### config.mk
export PLATFORM = sky130hd
export DESIGN_NAME = mac_neuron
export DESIGN_NICKNAME = d
export VERILOG_FILES = /design/src/rtl/nn_pkg.sv /design/src/rtl/fx_round_sat.sv /design/src/rtl/mac_neuron.sv
export SDC_FILE = /design/constraint.sdc
export NUM_CORES = 1
export LEC_CHECK = 0
export ABC_AREA = 0
export ABC_CLOCK_PERIOD_IN_PS = 5120
export CAP_MARGIN = 0
export CORE_UTILIZATION = 55
export DETAILED_ROUTE_END_ITERATION = 6
export PLACE_DENSITY = 0.75
export SETUP_SLACK_MARGIN = 0.1
export SYNTH_ARGS = -nofsm -noshare
export SYNTH_HDL_FRONTEND = slang
export SYNTH_SLANG_ARGS = --single-unit
### constraint.sdc
create_clock -name clk -period 5.12 [get_ports clk]
set_input_delay 1.024 -clock clk [delete_from_list [all_inputs] [get_ports clk]]
set_output_delay 1.024 -clock clk [all_outputs]
set_load 0.005 [all_outputs]
### src/rtl/nn_pkg.sv
// -----------------------------------------------------------------------------
// nn_pkg -- shared definitions for the neuron datapath.
//
// Contents:
//   NN_DATA_W / NN_FRAC_W : default fixed-point format (Q3.5, 8 bits signed)
//   neuron_state_t        : 2-bit FSM state type plus ST_* state constants
//   acc_width()           : accumulator width that holds FANIN full-precision
//                           products plus the shifted bias without overflow
//   cnt_width()           : beat counter width able to hold the value FANIN
// -----------------------------------------------------------------------------
package nn_pkg;

    localparam int NN_DATA_W = 8;
    localparam int NN_FRAC_W = 5;

    // Plain vector with named constants keeps the encoding visible in
    // waveforms and in downstream tools that do not understand enums.
    typedef logic [1:0] neuron_state_t;

    localparam neuron_state_t ST_IDLE   = 2'd0;
    localparam neuron_state_t ST_ACCUM  = 2'd1;
    localparam neuron_state_t ST_FINISH = 2'd2;
    localparam neuron_state_t ST_OUTPUT = 2'd3;

    function automatic int acc_width(input int data_w, input int fanin);
        return 2 * data_w + $clog2(fanin) + 1;
    endfunction

    function automatic int cnt_width(input int fanin);
        return $clog2(fanin) + 1;
    endfunction

endpackage

### src/rtl/fx_round_sat.sv
// -----------------------------------------------------------------------------
// fx_round_sat -- combinational fixed-point narrowing stage.
//
// Takes a wide signed value carrying FRAC_W extra fractional bits, divides by
// 2**FRAC_W with round-half-up (add half an LSB, then arithmetic shift right,
// which floors), and clamps the result to the signed OUT_W range.
//
// Parameters:
//   IN_W   : width of the signed input
//   OUT_W  : width of the signed output (must be <= IN_W)
//   FRAC_W : number of fractional bits dropped
// Ports:
//   in_val  in  IN_W  : signed wide value
//   out_val out OUT_W : rounded, saturated value
//   sat     out 1     : high when the rounded value had to be clamped
// -----------------------------------------------------------------------------
module fx_round_sat #(
    parameter int IN_W   = 18,
    parameter int OUT_W  = 8,
    parameter int FRAC_W = 5
) (
    input  logic [IN_W-1:0]  in_val,
    output logic [OUT_W-1:0] out_val,
    output logic             sat
);

    // One guard bit so that adding the rounding constant can never overflow.
    localparam int EXT_W = IN_W + 1;

    localparam logic signed [EXT_W-1:0] SAT_MAX =
        {{(EXT_W - OUT_W + 1){1'b0}}, {(OUT_W - 1){1'b1}}};
    localparam logic signed [EXT_W-1:0] SAT_MIN =
        {{(EXT_W - OUT_W + 1){1'b1}}, {(OUT_W - 1){1'b0}}};

    logic signed [EXT_W-1:0] in_ext;
    logic signed [EXT_W-1:0] rounded;
    logic signed [EXT_W-1:0] shifted;

    assign in_ext = {in_val[IN_W-1], in_val};

    generate
        if (FRAC_W > 0) begin : g_round
            localparam logic [EXT_W-1:0] HALF_LSB =
                {{(EXT_W - 1){1'b0}}, 1'b1} << (FRAC_W - 1);
            assign rounded = in_ext + $signed(HALF_LSB);
        end else begin : g_no_round
            assign rounded = in_ext;
        end
    endgenerate

    // Arithmetic shift floors toward minus infinity, so together with the
    // half-LSB offset ties round toward plus infinity (e.g. -31.5 -> -31).
    assign shifted = rounded >>> FRAC_W;

    always_comb begin
        out_val = shifted[OUT_W-1:0];
        sat     = 1'b0;
        if (shifted > SAT_MAX) begin
            out_val = SAT_MAX[OUT_W-1:0];
            sat     = 1'b1;
        end else if (shifted < SAT_MIN) begin
            out_val = SAT_MIN[OUT_W-1:0];
            sat     = 1'b1;
        end
    end

endmodule

### src/rtl/mac_neuron.sv
// -----------------------------------------------------------------------------
// mac_neuron -- single multiply-accumulate neuron.
//
// Accumulates FANIN full-precision weight*data products, adds a bias, rounds
// back to the DATA_W fixed-point format, saturates, and offers the result on
// a valid/ready output port.
//
// FSM: IDLE -> ACCUM (start) -> FINISH (FANIN-th beat) -> OUTPUT (one cycle)
//      -> IDLE (out_valid && out_ready). clear returns to IDLE from anywhere.
//
// Optional feature:
//   MAC_NEURON_RELU_EN : when defined, negative results become 0 after
//                        saturation (out_sat still reports the clamp).
//
// Parameters: DATA_W (operand width), FRAC_W (fraction bits), FANIN (beats).
// Ports:
//   clk        in  1      : clock, rising edge
//   reset      in  1      : asynchronous reset, active low
//   clear      in  1      : synchronous abort to IDLE, highest priority
//   start      in  1      : begin evaluation (only sampled in IDLE)
//   bias       in  DATA_W : signed bias, captured with start
//   in_valid   in  1      : weight/data beat valid
//   in_ready   out 1      : beat accepted this cycle (high only in ACCUM)
//   weight     in  DATA_W : signed weight
//   data       in  DATA_W : signed activation
//   out_valid  out 1      : result valid, held until accepted
//   out_ready  in  1      : downstream accepts result
//   out_data   out DATA_W : signed result
//   out_sat    out 1      : result was clamped, qualified by out_valid
// -----------------------------------------------------------------------------
module mac_neuron
    import nn_pkg::*;
#(
    parameter int DATA_W = NN_DATA_W,
    parameter int FRAC_W = NN_FRAC_W,
    parameter int FANIN  = 16
) (
    input  logic              clk,
    input  logic              reset,
    input  logic              clear,
    input  logic              start,
    input  logic [DATA_W-1:0] bias,
    input  logic              in_valid,
    output logic              in_ready,
    input  logic [DATA_W-1:0] weight,
    input  logic [DATA_W-1:0] data,
    output logic              out_valid,
    input  logic              out_ready,
    output logic [DATA_W-1:0] out_data,
    output logic              out_sat
);

    localparam int PROD_W = 2 * DATA_W;
    localparam int ACC_W  = acc_width(DATA_W, FANIN);
    localparam int CNT_W  = cnt_width(FANIN);
    localparam int SUM_W  = ACC_W + 1;

    localparam logic [CNT_W-1:0] LAST_BEAT = CNT_W'(FANIN - 1);

    neuron_state_t     state_reg;
    neuron_state_t     state_next;
    logic [ACC_W-1:0]  acc_reg;
    logic [CNT_W-1:0]  cnt_reg;
    logic [DATA_W-1:0] bias_reg;
    logic              out_valid_reg;
    logic [DATA_W-1:0] out_data_reg;
    logic              out_sat_reg;

    logic              beat_fire;
    logic [PROD_W-1:0] weight_ext;
    logic [PROD_W-1:0] data_ext;
    logic [PROD_W-1:0] prod;
    logic [ACC_W-1:0]  prod_ext;
    logic [SUM_W-1:0]  bias_ext;
    logic [SUM_W-1:0]  sum_fin;
    logic [DATA_W-1:0] rs_data;
    logic              rs_sat;
    logic [DATA_W-1:0] act_data;

    assign in_ready  = (state_reg == ST_ACCUM);
    assign beat_fire = in_valid && in_ready;

    // Sign-extend both operands to the product width; the low PROD_W bits of
    // the product are then exact for every signed input pair.
    assign weight_ext = {{DATA_W{weight[DATA_W-1]}}, weight};
    assign data_ext   = {{DATA_W{data[DATA_W-1]}}, data};
    assign prod       = weight_ext * data_ext;
    assign prod_ext   = {{(ACC_W - PROD_W){prod[PROD_W-1]}}, prod};

    // Bias is aligned with the product's 2*FRAC_W fraction by a left shift
    // of FRAC_W; one extra bit above the accumulator absorbs the carry.
    assign bias_ext = {{(SUM_W - DATA_W){bias_reg[DATA_W-1]}}, bias_reg};
    assign sum_fin  = {acc_reg[ACC_W-1], acc_reg} + (bias_ext << FRAC_W);

    fx_round_sat #(
        .IN_W   (SUM_W),
        .OUT_W  (DATA_W),
        .FRAC_W (FRAC_W)
    ) u_round_sat (
        .in_val  (sum_fin),
        .out_val (rs_data),
        .sat     (rs_sat)
    );

`ifdef MAC_NEURON_RELU_EN
    assign act_data = rs_data[DATA_W-1] ? '0 : rs_data;
`else
    assign act_data = rs_data;
`endif

    always_comb begin
        state_next = state_reg;
        if (clear) begin
            state_next = ST_IDLE;
        end else begin
            case (state_reg)
                ST_IDLE: begin
                    if (start) begin
                        state_next = ST_ACCUM;
                    end
                end
                ST_ACCUM: begin
                    if (beat_fire && (cnt_reg == LAST_BEAT)) begin
                        state_next = ST_FINISH;
                    end
                end
                ST_FINISH: begin
                    state_next = ST_OUTPUT;
                end
                ST_OUTPUT: begin
                    if (out_ready) begin
                        state_next = ST_IDLE;
                    end
                end
                default: begin
                    state_next = ST_IDLE;
                end
            endcase
        end
    end

    always_ff @(posedge clk or negedge reset) begin
        if (!reset) begin
            state_reg     <= ST_IDLE;
            acc_reg       <= '0;
            cnt_reg       <= '0;
            bias_reg      <= '0;
            out_valid_reg <= 1'b0;
            out_data_reg  <= '0;
            out_sat_reg   <= 1'b0;
        end else begin
            state_reg <= state_next;
            if (clear) begin
                acc_reg       <= '0;
                cnt_reg       <= '0;
                out_valid_reg <= 1'b0;
            end else begin
                case (state_reg)
                    ST_IDLE: begin
                        if (start) begin
                            acc_reg  <= '0;
                            cnt_reg  <= '0;
                            bias_reg <= bias;
                        end
                    end
                    ST_ACCUM: begin
                        // The counter stops at FANIN because the FSM leaves
                        // ACCUM on the last beat, so it never wraps.
                        if (beat_fire) begin
                            acc_reg <= acc_reg + prod_ext;
                            cnt_reg <= cnt_reg + CNT_W'(1);
                        end
                    end
                    ST_FINISH: begin
                        // Result registers load once and stay frozen until
                        // the next FINISH, keeping out_data stable under
                        // back-pressure.
                        out_valid_reg <= 1'b1;
                        out_data_reg  <= act_data;
                        out_sat_reg   <= rs_sat;
                    end
                    ST_OUTPUT: begin
                        if (out_ready) begin
                            out_valid_reg <= 1'b0;
                        end
                    end
                    default: begin
                        out_valid_reg <= 1'b0;
                    end
                endcase
            end
        end
    end

    assign out_valid = out_valid_reg;
    assign out_data  = out_data_reg;
    assign out_sat   = out_sat_reg;

endmodule

==> out/results.env <==
OUTCOME='finished with violations'
VIOLATED_CHECKS='negative setup slack'
RSZ0062_AT_GRT='true'
NUMBER_OF_FLOPS_MAPPED_TO_ENABLE_CELLS_BY_YOSYS=0
BUFFER_PORTS.INSERTED=40
DETAIL_ROUTE.VIAS_PER_CELL=5.63
GRT_PASS1_VIAS=5712
MOST_COMMON_CELL_AFTER_LAYOUT_FILL_AND_TAPS_ASIDE='inv_1'
CLKSINKCOUNT=46
AVGROUTEDWIREPERCELL_UM=16.3
CRIT_PATH_MAX_FANOUT=5
MOST-COMMON-LAYOUT-CELLS='102 x inv_1, 94 x buf_4, 55 x fa_1'
GRT_USAGE_PCT=27.1
CLKLATENCYLATEPIN_NS=0.29
SYNTH_FLOP_CELL='dfrtp_1'
FINALSETUPTNS_NS=-12.04
SLOWEST_STAGE='fa_1'
ROUTE.FINAL.WIRE_LENGTH_UM=16000
FINALCRITICALPERIOD_NS=6.42
SYNTH_FP_NETS=850
DR.FIRST_ITER.DRC_COUNT=228
SLEW_HEADROOM_PCT=29.7
IOPINCOUNT=41
HTREE_NUM_LEVELS=2
CRITPATHLAUNCHTYPE='input port'
CPPEAKSTAGEDELAY_NS=0.55
MIN-DELAY-PATH-CLASS='reg2reg'
GR-TOTAL-OVERFLOW=0
POSTROUTEANTENNANETS=0
CLK_PIN_SLEW_WORST_PATHS_NS=0.07
GRT_ANTENNA_BEFORE_REPAIR=0
GRT_START_MAX_NET_PINS=47
POST_ROUTE_CELL_AREA_UM2=8410
REPORT.FINAL.HOLD_VIOL_COUNT=0
TIMING_MAX_TRANSITION_VIOLATIONS_FINAL=0
TIMING.FINAL.SETUP_VIOLATIONS=13
SYN_AVG_CELL_AREA_UM2=9.06
TIMING.SETUP.CRITICAL_PATH_CLASS='in2reg'
FP.DIEW_UM=109
FIN_SKEW_NS=0.00792
POST-ROUTE-WORST-SETUP-SLACK_NS=-1.30
ACHIEVABLE-FREQUENCY_MHz=156
DRT_FIRST_PASS_ITERS=5
NETLIST_AREA_BEFORE_PLACEMENT_UM2=6250
LAYOUT_NETS=1001
CTS_BUFFERS=5
WORSTSETUPENDPOINTTYPE='flop'
ROUTED-VIA-COUNT=5527
PATH_COMMON_CELL='fa_1'
INSERTEDDIODECOUNT=0
YS.WARNINGS.COUNT=0
PORTION_OF_THE_CLOCK_CYCLE_CONSUMED_BY_THE_WORST_PATH_IN_THE_FINAL_LAYOUT_PCT=125
CORE_REGION_AREA_UM2=10900
SYNTHCELLS=690
HPWL_UM=11600
CTS_BUFFER_DEPTH=2
WORST-ENDPOINT-ARRIVAL_NS=6.60
YOSYSSEQAREASHARE_PCT=18.4
SYNTHESIS_STAGE_REGISTER_BIT_COUNT=46
LAYOUT-AREA-OVERHEAD-VS-SYNTH_PCT=34.6
CLOCK_TREE.ROOT_CELL='clkbuf_16'
FINAL_LAYOUT_SIZE_SUFFIX_GT1_SHARE_PCT=30.3
CAP_VIOL_MAX_COUNT=0
LARGEST_REGISTER_FFS=21
YS_ASYNC_SR_FRACTION_PCT=100
CTS_TREE='done'
YOSYS.CELL_TYPES.COUNT=64
PLACEDINSTANCEAREA_UM2=7560
TIMING.CRITICAL_PATH.REQUIRED_NS=5.30
REMAINING_DRCS=0
GRT_PASS1_WL_UM=25300
PLACEMENTROWS=38
FLOORPLAN.DIE.HEIGHT_UM=109
FLOORPLAN.DIE_AREA_UM2=11800
INITIAL_UTILIZATION_PCT=57.2
TIMING_WORST_SLEW_PIN_VALUE_NS=1.05
PLACE.GP.CONGESTION=0.858
==> cell type report <==
type / count / area [µm²]
clock inverters: 3 / 18.8
well taps: 140 / 175
clock buffers: 5 / 125
multi-input cells: 520 / 5210
repair buffers: 156 / 1310
flip-flops and latches: 46 / 1150
inverters: 112 / 420
fillers: 736 / 2520
==> synthesized netlist by cell type, types with 3 or more instances <==
cell type	count	area (µm²)
nor2b_1	13	81.3
nand4_1	3	18.8
mux2_2	10	113
nand2_1	44	165
nand3_1	8	40.0
o31ai_1	8	60.1
dfrtp_1	46	1150
clkbuf_1	8	30.0
a31oi_1	3	18.8
o21bai_1	11	82.6
a21o_1	10	75.1
and2_1	47	294
o21a_1	5	37.5
nor3_1	10	50.1
ha_1	73	913
inv_1	112	420
a22o_1	12	105
and3_1	5	31.3
o21ai_0	17	85.1
a221o_1	7	70.1
fa_1	57	1140
a211oi_1	8	60.1
or4_1	3	22.5
xnor2_1	33	289
nor2_1	36	135
xor2_1	12	105
nand2b_1	6	37.5
mux2i_1	4	40.0
o21ai_1	4	20.0
or3_1	4	25.0
a21oi_1	31	155
==> worst max-delay path, delay by kind of cell <==
family	cells	cell delay, ns
fa+ha+maj	6	2.71
simple gates	7	0.57
buf+inv	7	0.57
xor+xnor	2	0.32
compound gates	7	1.40
==> final timing paths <==
path | endpoint | cells past startpoint | startpoint | slack, ns
min in group asynchronous | state_reg[1]$_DFFE_PN0P_ | 1 | reset | 0.89
max in group asynchronous | acc_reg[17]$_DFFE_PN0P_ | 1 | reset | 3.61
min | cnt_reg[4]$_DFFE_PN0P_ | 2 | cnt_reg[4]$_DFFE_PN0P_ | 0.49
max | acc_reg[19]$_DFFE_PN0P_ | 29 | weight[3] | -1.30
max reg2reg | out_data[7]$_DFFE_PN0P_ | 10 | acc_reg[4]$_DFFE_PN0P_ | 1.42
min reg2reg | cnt_reg[4]$_DFFE_PN0P_ | 2 | cnt_reg[4]$_DFFE_PN0P_ | 0.49
==> per-layer routing <==
metal / global-route usage (%) / wire, µm
met1: 30.4 / 6620
met2: 53.2 / 8470
met3: 1.81 / 441
met4: 9.56 / 498
met5: 0 / 0
==> what timing repair did <==
| action | CTS | global route |
|---|---|---|
| gates resized for setup | 137 | 59 |
| pin swaps | 65 | 52 |
| buffers inserted | 18 | 13 |
| hold buffers | 0 | 0 |
| endpoints found under the setup margin | 15 | 14 |
==> per-stage QoR <==
step / setup slack (ns) / hold WS [ns] / util (%) / std cells
2_1_floorplan: -1.14 / 0.449 / - / 690
3_3_place_gp: -1.90 / 0.462 / 69.2 / 950
3_5_place_dp: -2.11 / 0.483 / 69.2 / 950
4_1_cts: -1.18 / 0.498 / 74.5 / 974
5_1_grt: -1.47 / 0.534 / 76.9 / 982
6_report: -1.30 / 0.491 / 76.9 / 982
==> cell families after synthesis <==
logic type	count (synthesis)	share of synthesized area, %
adders and majority gates	130	32.9
and+or+nand+nor	185	15.2
AOI/OAI and AO/OA	145	16.9
xor gates and xnor gates	46	6.57
buffers and inverters	124	7.63
muxes	14	2.44
DFF	46	18.4
Power is not shown: default switching activity piles up to over one toggle a cycle in this logic, so the estimate is an artifact.
